<file path="config.mk">
export PLATFORM = sky130hd
export DESIGN_NAME = fifo_uart_tx
export DESIGN_NICKNAME = d
export VERILOG_FILES = /design/src/rtl/uart_pkg.sv /design/src/rtl/uart_baud_tick.sv /design/src/rtl/fifo_uart_tx.sv
export SDC_FILE = /design/constraint.sdc
export NUM_CORES = 1
export LEC_CHECK = 0
export CAP_MARGIN = 25
export CORE_UTILIZATION = 45
export DETAILED_ROUTE_END_ITERATION = 7
export PLACE_DENSITY = 0.78
export REMOVE_ABC_BUFFERS = 1
export SYNTH_ARGS = -nofsm -noshare
export SYNTH_HDL_FRONTEND = slang
export SYNTH_SLANG_ARGS = --single-unit
</file>
<file path="constraint.sdc">
create_clock -name clk -period 3.43 [get_ports clk]
set_input_delay 0.8575 -clock clk [delete_from_list [all_inputs] [get_ports clk]]
set_output_delay 0.8575 -clock clk [all_outputs]
set_load 0.03 [all_outputs]
</file>
<file path="src/rtl/uart_pkg.sv">
// Shared types and helpers for the FIFO-fed UART transmitter.
// Pure declarations; no timing or flow-control behaviour of its own.
package uart_pkg;

  typedef enum logic [2:0] {
    IDLE,
    FETCH,
    LOAD,
    START,
    DATA,
    PARITY,
    STOP
  } tx_state_e;

  localparam int DATA_BITS = 8;

  // Bit value that makes the total count of ones (data plus this bit) even.
  function automatic logic even_parity(input logic [7:0] d);
    return ^d;
  endfunction

endpackage

</file>
<file path="src/rtl/uart_baud_tick.sv">
// Bit-period counter: tick marks the last clk of each serial bit, 0 latency from count.
// No flow control; clr holds the count at zero so every bit starts aligned.
module uart_baud_tick #(
  parameter int CLKS_PER_BIT = 16
) (
  input  logic clk,
  input  logic rst,
  input  logic clr,
  output logic tick
);

  localparam int CW = (CLKS_PER_BIT > 1) ? $clog2(CLKS_PER_BIT) : 1;
  localparam logic [CW-1:0] LAST = CW'(CLKS_PER_BIT - 1);

  logic [CW-1:0] cnt_q, cnt_d;

  assign tick = (cnt_q == LAST);

  always_comb begin
    cnt_d = cnt_q + CW'(1);
    if (clr || tick) begin
      cnt_d = '0;
    end
  end

  always_ff @(posedge clk) begin
    if (rst) begin
      cnt_q <= '0;
    end else begin
      cnt_q <= cnt_d;
    end
  end

endmodule

</file>
<file path="src/rtl/fifo_uart_tx.sv">
// Pops bytes from a registered-output FIFO and sends them as 8N1 (optional even parity) frames.
// 3 clk from IDLE decision to start bit; en only gates new frames, a running frame always completes.
module fifo_uart_tx
  import uart_pkg::*;
#(
  parameter int CLKS_PER_BIT = 16,
  parameter bit PARITY_EN    = 1'b0
) (
  input  logic       clk,
  input  logic       rst,
  input  logic       en,
  input  logic       fifo_empty,
  input  logic [7:0] fifo_dout,
  output logic       fifo_rd,
  output logic       tx,
  output logic       busy,
  output logic       byte_done
);

  localparam int IDXW = $clog2(DATA_BITS);
  localparam logic [IDXW-1:0] LAST_IDX = IDXW'(DATA_BITS - 1);

  tx_state_e            state_q, state_d;
  logic [DATA_BITS-1:0] shreg_q, shreg_d;
  logic [IDXW-1:0]      bit_idx_q, bit_idx_d;
  logic                 parity_q, parity_d;
  logic                 tx_q, tx_d;
  logic                 baud_clr;
  logic                 baud_tick;

  // Counter only runs while a frame is on the wire; LOAD zeroes it for the start bit.
  assign baud_clr = (state_q == IDLE) || (state_q == FETCH) || (state_q == LOAD);

  uart_baud_tick #(
    .CLKS_PER_BIT(CLKS_PER_BIT)
  ) u_baud (
    .clk  (clk),
    .rst  (rst),
    .clr  (baud_clr),
    .tick (baud_tick)
  );

  always_comb begin
    state_d   = state_q;
    shreg_d   = shreg_q;
    bit_idx_d = bit_idx_q;
    parity_d  = parity_q;
    unique case (state_q)
      IDLE: begin
        if (en && !fifo_empty) begin
          state_d = FETCH;
        end
      end
      FETCH: begin
        state_d = LOAD;
      end
      LOAD: begin
        shreg_d  = fifo_dout;
        parity_d = even_parity(fifo_dout);
        state_d  = START;
      end
      START: begin
        if (baud_tick) begin
          state_d   = DATA;
          bit_idx_d = '0;
        end
      end
      DATA: begin
        if (baud_tick) begin
          shreg_d = shreg_q >> 1;
          if (bit_idx_q == LAST_IDX) begin
            state_d = PARITY_EN ? PARITY : STOP;
          end else begin
            bit_idx_d = bit_idx_q + IDXW'(1);
          end
        end
      end
      PARITY: begin
        if (baud_tick) begin
          state_d = STOP;
        end
      end
      STOP: begin
        if (baud_tick) begin
          state_d = IDLE;
        end
      end
      default: begin
        state_d = IDLE;
      end
    endcase
  end

  // tx is computed from the next state so the registered line changes with the state.
  always_comb begin
    tx_d = 1'b1;
    unique case (state_d)
      START:   tx_d = 1'b0;
      DATA:    tx_d = shreg_d[0];
      PARITY:  tx_d = parity_d;
      default: tx_d = 1'b1;
    endcase
  end

  always_ff @(posedge clk) begin
    if (rst) begin
      state_q   <= IDLE;
      shreg_q   <= '0;
      bit_idx_q <= '0;
      parity_q  <= 1'b0;
      tx_q      <= 1'b1;
    end else begin
      state_q   <= state_d;
      shreg_q   <= shreg_d;
      bit_idx_q <= bit_idx_d;
      parity_q  <= parity_d;
      tx_q      <= tx_d;
    end
  end

  assign tx        = tx_q;
  assign fifo_rd   = (state_q == FETCH);
  assign busy      = (state_q != IDLE);
  assign byte_done = (state_q == STOP) && baud_tick;

endmodule
</file>
==> run summary <==
Clock sink total: 20
GR Overflow Total: 0
Area growth, synth to finish: 20.5%
Vias per inst: 5.53
Fin crit share: 87.9%
Hold Fails Final Rpt: 0
Setup violations, final: 0
Status: complete, no violations
Mapped Area: 1030 µm²
Post-layout min period: 3.01 ns
P per Cell Area: 419 nW/µm²
Routed len/inst: 12.7 µm
H-tree levels: 1
Critical path required time: 2.57 ns
Vias in the first global route: 801
Num CTS Buffers: 3
Slew Limit Fails: 0
Startpoint types: flop
GRT Total Usage: 17.7%
N_diodes: 0
FMAX: 0.332 GHz
Skew final: 0.00320 ns
Most frequent cells in the layout: dfxtp_1 (20), clkdlybuf4s50_1 (15), nor2_1 (13)
Sequential area share after synthesis: 38.7%
Largest net degree at the start of global routing: 19
Most common cell after layout, fill and taps aside: dfxtp_1
Number of max-cap violations: 0
Nature of the critical path endpoint: output pin
First-pass GRT wire length: 3340 µm
Synth unique cells: 36
Static Leak: 0.449 nW
Root Buffer: clkbuf_4
Final non-filler cell area: 1240 µm²
Starting Density: 50.1%
Worst-Skew Late Latency: 0.30 ns
Share of cells above drive strength 1: 6.82%
Buffers on Ports: 15
Post_cts resized: 0
Arr. time, crit path: 2.16 ns
Drt first pass iters: 4
Placed Area: 1190 µm²
Die area: 2490 µm²
Gp weighted congestion: 0.800
Slew @ Worst Pin: 0.614 ns
Top FF cell, synth: dfxtp_1
Core Area: 2060 µm²
Post-route setup TNS: 0 ns
Chip height: 49.9 µm
Synth Warn #: 0
Post-CTS Setup Inserts: 0
Initial detailed-routing violation count: 21
Post-DP HPWL: 1460 µm
Initial antenna violation count: 0
Worst Path Max Fanout: 17
VDD IR-drop max: 0.264 mV
Synth Register Bits: 20
Final net count: 148
Final ANT Viol Nets: 0
Number of hold buffers added after cts: 0
RSZ-0062 raised after global routing: false
DRC errors left: 0
Clock transition at path regs: 0.12 ns
Worst hold-check path type: reg2reg
Rel. slew slack: 58.9%
Crit Path Category: reg2out
Syn avg cell area: 8.68 µm²
Async SR Flop Fraction: 0%
# rows: 16
Total number of vias: 879
I/O pin count: 16
Post-Syn Instances: 119
EDFF count, synth: 0
Total Wirelength: 2020 µm
CTS tree: done
CTS max path bufs: 2
Die width: 49.9 µm
## kinds of logic (layout without fill, tap and decap cells)
group	after synthesis	count (layout)	share of synthesized area [%]
AND/OR/NAND/NOR	46	46	25.3
AO/OA/AOI/OAI	30	30	18.5
flip-flops	20	20	38.7
XOR/XNOR	9	9	7.63
buffers and inverters	9	22	4.24
adder cells (fa/ha/maj)	3	3	3.63
multiplexers	2	2	1.94
## path summary, 6_finish.rpt
path,depth (start not counted),to,slack [ns],from
hold / removal,2,shreg_q[4]$_SDFFE_PP0P_,0.46,shreg_q[4]$_SDFFE_PP0P_
setup reg to reg,4,tx$_SDFF_PP1_,1.38,state_q[2]$_SDFF_PP0_
hold reg to reg,2,shreg_q[4]$_SDFFE_PP0P_,0.46,shreg_q[4]$_SDFFE_PP0P_
setup / recovery,3,byte_done,0.42,state_q[2]$_SDFF_PP0_
## final cells by class
class                      instances  area [µm²]
clock buffer                       3        22.5
tap                               27        33.8
sequential                        20         400
fill                             187         817
clock inverter                     1        30.0
multi-input combinational         90         589
inverter                           1        3.75
timing repair buffer              17         165
## layer usage
metal / global-route usage, % / share of wire (%)
met1: 20.7 / 47
met3: 5.56 / 3.3
met5: 0 / 0
met4: 4.29 / 0
met2: 30.9 / 50
## flip-flops by register name, summed over array words and instances (netlist names)
register      count
parity_q          1
tx                1
u_baud.cnt_q      4
shreg_q           8
state_q           3
bit_idx_q         3
## through the flow
step | std cells | util [%] | power, mW | setup slack, ns | hold slack [ns]
2_1_floorplan | 111 | - | 0.300 | 1.08 | 0.418
3_3_place_gp | 155 | 57.8 | 0.332 | 0.858 | 0.431
3_5_place_dp | 155 | 57.8 | 0.334 | 0.770 | 0.450
4_1_cts | 159 | 60.4 | 0.529 | 0.424 | 0.468
5_1_grt | 159 | 60.4 | 0.545 | 0.308 | 0.498
6_report | 159 | 60.4 | 0.521 | 0.415 | 0.463
## cell usage after synthesis (2+ instances only)
master,number,area (µm²)
and3b_1,2,17.5
nor2_1,13,48.8
mux2i_1,2,20.0
a21oi_1,10,50.1
or3_1,2,12.5
nand2_1,9,33.8
a22oi_1,8,60.1
and2_1,2,12.5
xnor2_1,8,70.1
buf_2,2,10.0
nand3_1,2,10.0
nor2b_1,2,12.5
dfxtp_1,20,400
nor3b_1,4,30.0
a211oi_1,3,22.5
ha_1,3,37.5
clkbuf_1,5,18.8
o21ai_0,4,20.0
## power by group
part           switching [mW]  leakage [nW]  internal (mW)
Clock                  0.0741        0.0279          0.118
Sequential             0.0107         0.162          0.241
Combinational          0.0355         0.259         0.0422
## worst max-delay path, cell delays in order, from the launching register on
cell and delay (ns):
dfxtp_1 0.63, nand4_1 0.26, nor3b_1 0.26, clkdlybuf4s50_1 0.70
Power figures use the tool's default switching activity.
